File: src/rtl/thread_rr_sched.sv
// Round-robin thread scheduler: scans the thread state table for MATCH_STATE,
// claims the thread by writing CLAIM_STATE, then offers it over valid/ready.
module thread_rr_sched #(
  parameter int unsigned        N_THREADS     = 6,
  parameter int unsigned        N_THREADS_MSB = (N_THREADS > 1) ? $clog2(N_THREADS) - 1 : 0,
  parameter int unsigned        STATE_W       = 3,
  parameter logic [STATE_W-1:0] MATCH_STATE   = STATE_W'(2),
  parameter logic [STATE_W-1:0] CLAIM_STATE   = STATE_W'(0)
) (
  input  logic                   CLK,
  input  logic                   RST,
  input  logic                   en,
  output logic [N_THREADS_MSB:0] rd_num,
  input  logic [STATE_W-1:0]     rd_state,
  output logic                   wr_en,
  output logic [N_THREADS_MSB:0] wr_num,
  output logic [STATE_W-1:0]     wr_state,
  output logic                   valid,
  output logic [N_THREADS_MSB:0] thread_num,
  input  logic                   ready,
  output logic                   idle
);

  localparam int unsigned NUM_W = N_THREADS_MSB + 1;

  typedef logic [NUM_W-1:0] num_t;
  typedef enum logic {SCAN, OFFER} state_e;

  localparam num_t LAST = num_t'(N_THREADS - 1);

  state_e state_q, state_d;
  num_t   ptr_q, ptr_d;
  num_t   miss_q, miss_d;
  logic   wr_en_q, wr_en_d;
  num_t   wr_num_q, wr_num_d;
  logic   valid_q, valid_d;
  num_t   thread_num_q, thread_num_d;
  logic   idle_q, idle_d;

  // Pointer increment with wrap for non-power-of-2 thread counts
  function automatic num_t inc_wrap(input num_t n);
    return (n == LAST) ? '0 : n + num_t'(1);
  endfunction

  always_ff @(posedge CLK) begin
    if (RST) begin
      state_q      <= SCAN;
      ptr_q        <= '0;
      miss_q       <= '0;
      wr_en_q      <= 1'b0;
      wr_num_q     <= '0;
      valid_q      <= 1'b0;
      thread_num_q <= '0;
      idle_q       <= 1'b0;
    end else begin
      state_q      <= state_d;
      ptr_q        <= ptr_d;
      miss_q       <= miss_d;
      wr_en_q      <= wr_en_d;
      wr_num_q     <= wr_num_d;
      valid_q      <= valid_d;
      thread_num_q <= thread_num_d;
      idle_q       <= idle_d;
    end
  end

  always_comb begin
    state_d      = state_q;
    ptr_d        = ptr_q;
    miss_d       = miss_q;
    wr_en_d      = 1'b0;
    wr_num_d     = wr_num_q;
    valid_d      = valid_q;
    thread_num_d = thread_num_q;
    idle_d       = idle_q;
    case (state_q)
      SCAN: begin
        if (en) begin
          if (rd_state == MATCH_STATE) begin
            wr_en_d      = 1'b1;
            wr_num_d     = ptr_q;
            thread_num_d = ptr_q;
            valid_d      = 1'b1;
            idle_d       = 1'b0;
            miss_d       = '0;
            state_d      = OFFER;
          end else begin
            ptr_d = inc_wrap(ptr_q);
            // A full round of misses marks the table idle
            if (miss_q == LAST) begin
              idle_d = 1'b1;
              miss_d = '0;
            end else begin
              miss_d = miss_q + num_t'(1);
            end
          end
        end
      end
      OFFER: begin
        if (ready) begin
          valid_d = 1'b0;
          ptr_d   = inc_wrap(thread_num_q);
          state_d = SCAN;
        end
      end
      default: state_d = SCAN;
    endcase
  end

  assign rd_num     = ptr_q;
  assign wr_en      = wr_en_q;
  assign wr_num     = wr_num_q;
  assign wr_state   = CLAIM_STATE;
  assign valid      = valid_q;
  assign thread_num = thread_num_q;
  assign idle       = idle_q;

endmodule

File: config.mk
export PLATFORM = sky130hd
export DESIGN_NAME = thread_rr_sched
export DESIGN_NICKNAME = d
export VERILOG_FILES = /design/src/rtl/thread_rr_sched.sv
export SDC_FILE = /design/constraint.sdc
export NUM_CORES = 1
export LEC_CHECK = 0
export CAP_MARGIN = 20
export CORE_UTILIZATION = 40
export CTS_BUF_LIST = sky130_fd_sc_hd__clkbuf_2
export DETAILED_ROUTE_END_ITERATION = 10
export GPL_TIMING_DRIVEN = 1
export MAX_ROUTING_LAYER = met4
export PLACE_DENSITY = 0.7
export SLEW_MARGIN = 20
export SYNTH_ARGS = -nofsm -noshare
export SYNTH_HDL_FRONTEND = slang
export SYNTH_SLANG_ARGS = --single-unit
File: constraint.sdc
create_clock -name CLK -period 1.25 [get_ports CLK]
set_input_delay 0.1875 -clock CLK [delete_from_list [all_inputs] [get_ports CLK]]
set_output_delay 0.1875 -clock CLK [all_outputs]
set_load 0.005 [all_outputs]
==> impl_metrics.tcl <==
set metrics [dict create \
    violations "setup timing" \
    grt_pass1_wl_um 3020 \
    power_density_nw_per_um2 751 \
    fin_nets 126 \
    synth.area.top_cells "dfxtp_1 37%, buf_4 7.5%, a21oi_1 5.0%" \
    hold_violations 0 \
    final.setup.tns_ps -11.2 \
    grt_usage_pct 21.6 \
    yosysMostFrequentCell "dfxtp_1" \
    avgSynthCellArea_sq_um 8.67 \
    drtIter0Drc 5 \
    synth.largest_area_cell "dfxtp_1" \
    synth_warnings 0 \
    core_sq_um 1580 \
    path_clk_slew_ps 130 \
    syn2layout_area_growth_pct 57.2 \
    cp-end-kind "flop" \
    async_flop_share_pct 0 \
    cp-start-kind "primary input" \
    placed_cell_area_sq_um 931 \
    fillers 126 \
    die_w_um 43.9 \
    worst-path-buf-inv 2 \
    grt_max_degree 10 \
    synth-seq-area-share_pct 37.1 \
    rsz0062_at_grt "true" \
    cp_top_family "buffers and inverters" \
    synthMuxAreaShare_pct 0 \
    die-height_um 43.9 \
    grt-ovfl-total 0 \
    cts_buffers 3 \
    cts_tree "built" \
    ys_dominant_reg_cell "dfxtp_1" \
    numPortBuffers 18 \
    crit_fanout 4 \
    fin_crit_sh_pct 101 \
    worst_path_max_delay_cell "clkdlybuf4s50_1" \
    synth_xor_area_share_pct 0 \
    dieArea_sq_um 1930 \
    viasPerCell 5.22 \
    layout-drive-gt1-share_pct 39.8 \
    combPwrFrac_pct 21.7 \
    cap_violations 0 \
    drtAntennaViolNets 0 \
    synth-edff-count 0 \
    hold_buffers 0 \
    ys_types 35 \
    cp.arrival_ps 1460 \
    synth_adder_area_share_pct 0 \
    clockPowerShare_pct 25.5 \
    synth.cell_area_sq_um 702 \
    holdWs_ps 410 \
    slew_viol_final 0 \
    clockRootBuffer "clkbuf_2" \
    ir_drop_mv 0.579 \
    setup-violations-final 1 \
    clk_latency_ps 270 \
    finalWirelength_um 1790 \
    fin_ws_ps -11.2 \
    path_class "primary input to flop" \
    synthesis.instances 81 \
    gp_congestion 0.823 \
    dpl.hpwl_um 1220 \
    fin_crit_ps 1260 \
    synth-simple-area-share_pct 29.4 \
    p_sw_uw 226 \
    cp_slowest_stage_delay_ps 500 \
    grt_pass1_vias 689 \
    fmaxAchievable_mhz 793 \
    switching_share_pct 27.3 \
    clock_path_buffers 2 \
    cts.sinks 13 \
    crit_chain "clkdlybuf4s50_1 > nor3b_1 > buf_4 > or4_1 > a31oi_1" \
    holdCritPathClass "primary input to flop" \
    cts_max_level 1 \
    wl_per_cell_um 13.3 \
    seq_power_share_pct 52.8 \
    rows 14 \
    drc 0 \
    synth_top_family_by_area "simple AND/OR/NAND/NOR gates" \
    io_pins 22 \
    fin_skew_ps 4.84 \
    vias 699 \
    antenna_found_initial 0 \
    synth_compound_area_share_pct 20.5 \
    n_antenna_cell 0 \
    synth_commonest_cells "13 x dfxtp_1, 7 x a21oi_1, 7 x buf_4, 7 x nand2_1" \
    required_ps 1450 \
    stdcell_area_sq_um 1100 \
    ys_ff_latch 13 \
    dr.pass1.iters 4 \
    p_leak_uw 0.000509 \
    initial_core_util_pct 44.5 \
    p_int_uw 603 \
    status "finished, violations left" \
    synth.top_cell.area_share_pct 37.1 \
]
-- sequential cells by signal, indices dropped and copies added, names as in the netlist --
register and cells:
idle 1, miss_q 3, rd_num 3, state_q 1
thread_num 3, valid 1, wr_en 1
-- per-layer routing --
metal,part of all wire (%),global-route usage [%]
met1,49,29.7
met4,0,5.45
met2,48,31.9
met3,3.4,5.00
met5,0,-
-- metrics by stage --
step,worst slack [ps],util (%),power [uW],instances
2_1_floorplan,14.8,-,527,83
3_3_place_gp,-298,59.0,588,120
3_5_place_dp,-310,59.0,590,120
4_1_cts,-27.2,64.8,811,131
5_1_grt,-60.2,70.0,880,134
6_report,-11.2,70.0,829,134
-- worst paths after layout --
path / startpoint / to / slack [ps] / depth (start not counted)
worst max-delay path: rd_state[0] / rd_num[0]$_SDFFE_PP0P_ / -10 / 5
worst min-delay path: rd_state[2] / miss_q[1]$_SDFFE_PP0P_ / 410 / 4
worst max register to register: rd_num[0]$_SDFFE_PP0P_ / rd_num[0]$_SDFFE_PP0P_ / 0 / 3
worst min register to register: valid$_SDFFE_PP0P_ / valid$_SDFFE_PP0P_ / 470 / 2
-- worst reg2reg max path, stage by stage (launching register included) --
cell     delay, ps
dfxtp_4        370
buf_6          120
or4_1          510
a31oi_1        180
-- area by class of cell --
type                    count  area, sq um  area share [%]
clock buffers               3         15.0            1.36
clock inverters             1         5.00           0.454
inverters                   1         3.75           0.340
multi-input cells          58          417            37.8
flip-flops and latches     13          279            25.3
well taps                  16         20.0            1.81
repair buffers             42          364            33.0
-- what timing repair did --
| action | 4_1_cts | 5_1_grt |
|---|---|---|
| setup endpoints to repair | 15 | 10 |
| pin swaps | 0 | 6 |
| setup buffers | 7 | 4 |
| resized for setup | 26 | 18 |
-- placed cells by master, fill, tap and decap left out, types with 4 or more instances in the layout --
cell type        netlist  layout
buf_4                  7      21
dlygate4sd2_1          0      11
a21oi_1                7       7
nand2_1                7       7
dfxtp_2                0       6
clkdlybuf4s50_1        0       4
dfxtp_1               13       4
buf_6                  2       4
-- logic make-up (layout without fill, tap and decap cells) --
| family | Yosys count | after routing |
|---|---|---|
| AO/OA/AOI/OAI | 22 | 22 |
| buffers and inverters | 12 | 47 |
| AND/OR/NAND/NOR | 33 | 33 |
| other | 1 | 3 |
| flip-flops | 13 | 13 |
-- power groups by stage --
stage	logic, uW	clock network (uW)	registers (uW)
finish	179	211	438
global route	195	244	441
CTS	152	219	439
detailed placement	134	0	455
global placement	133	0	455
floorplan	75.8	0	451
(Power assumes the default switching activity.)
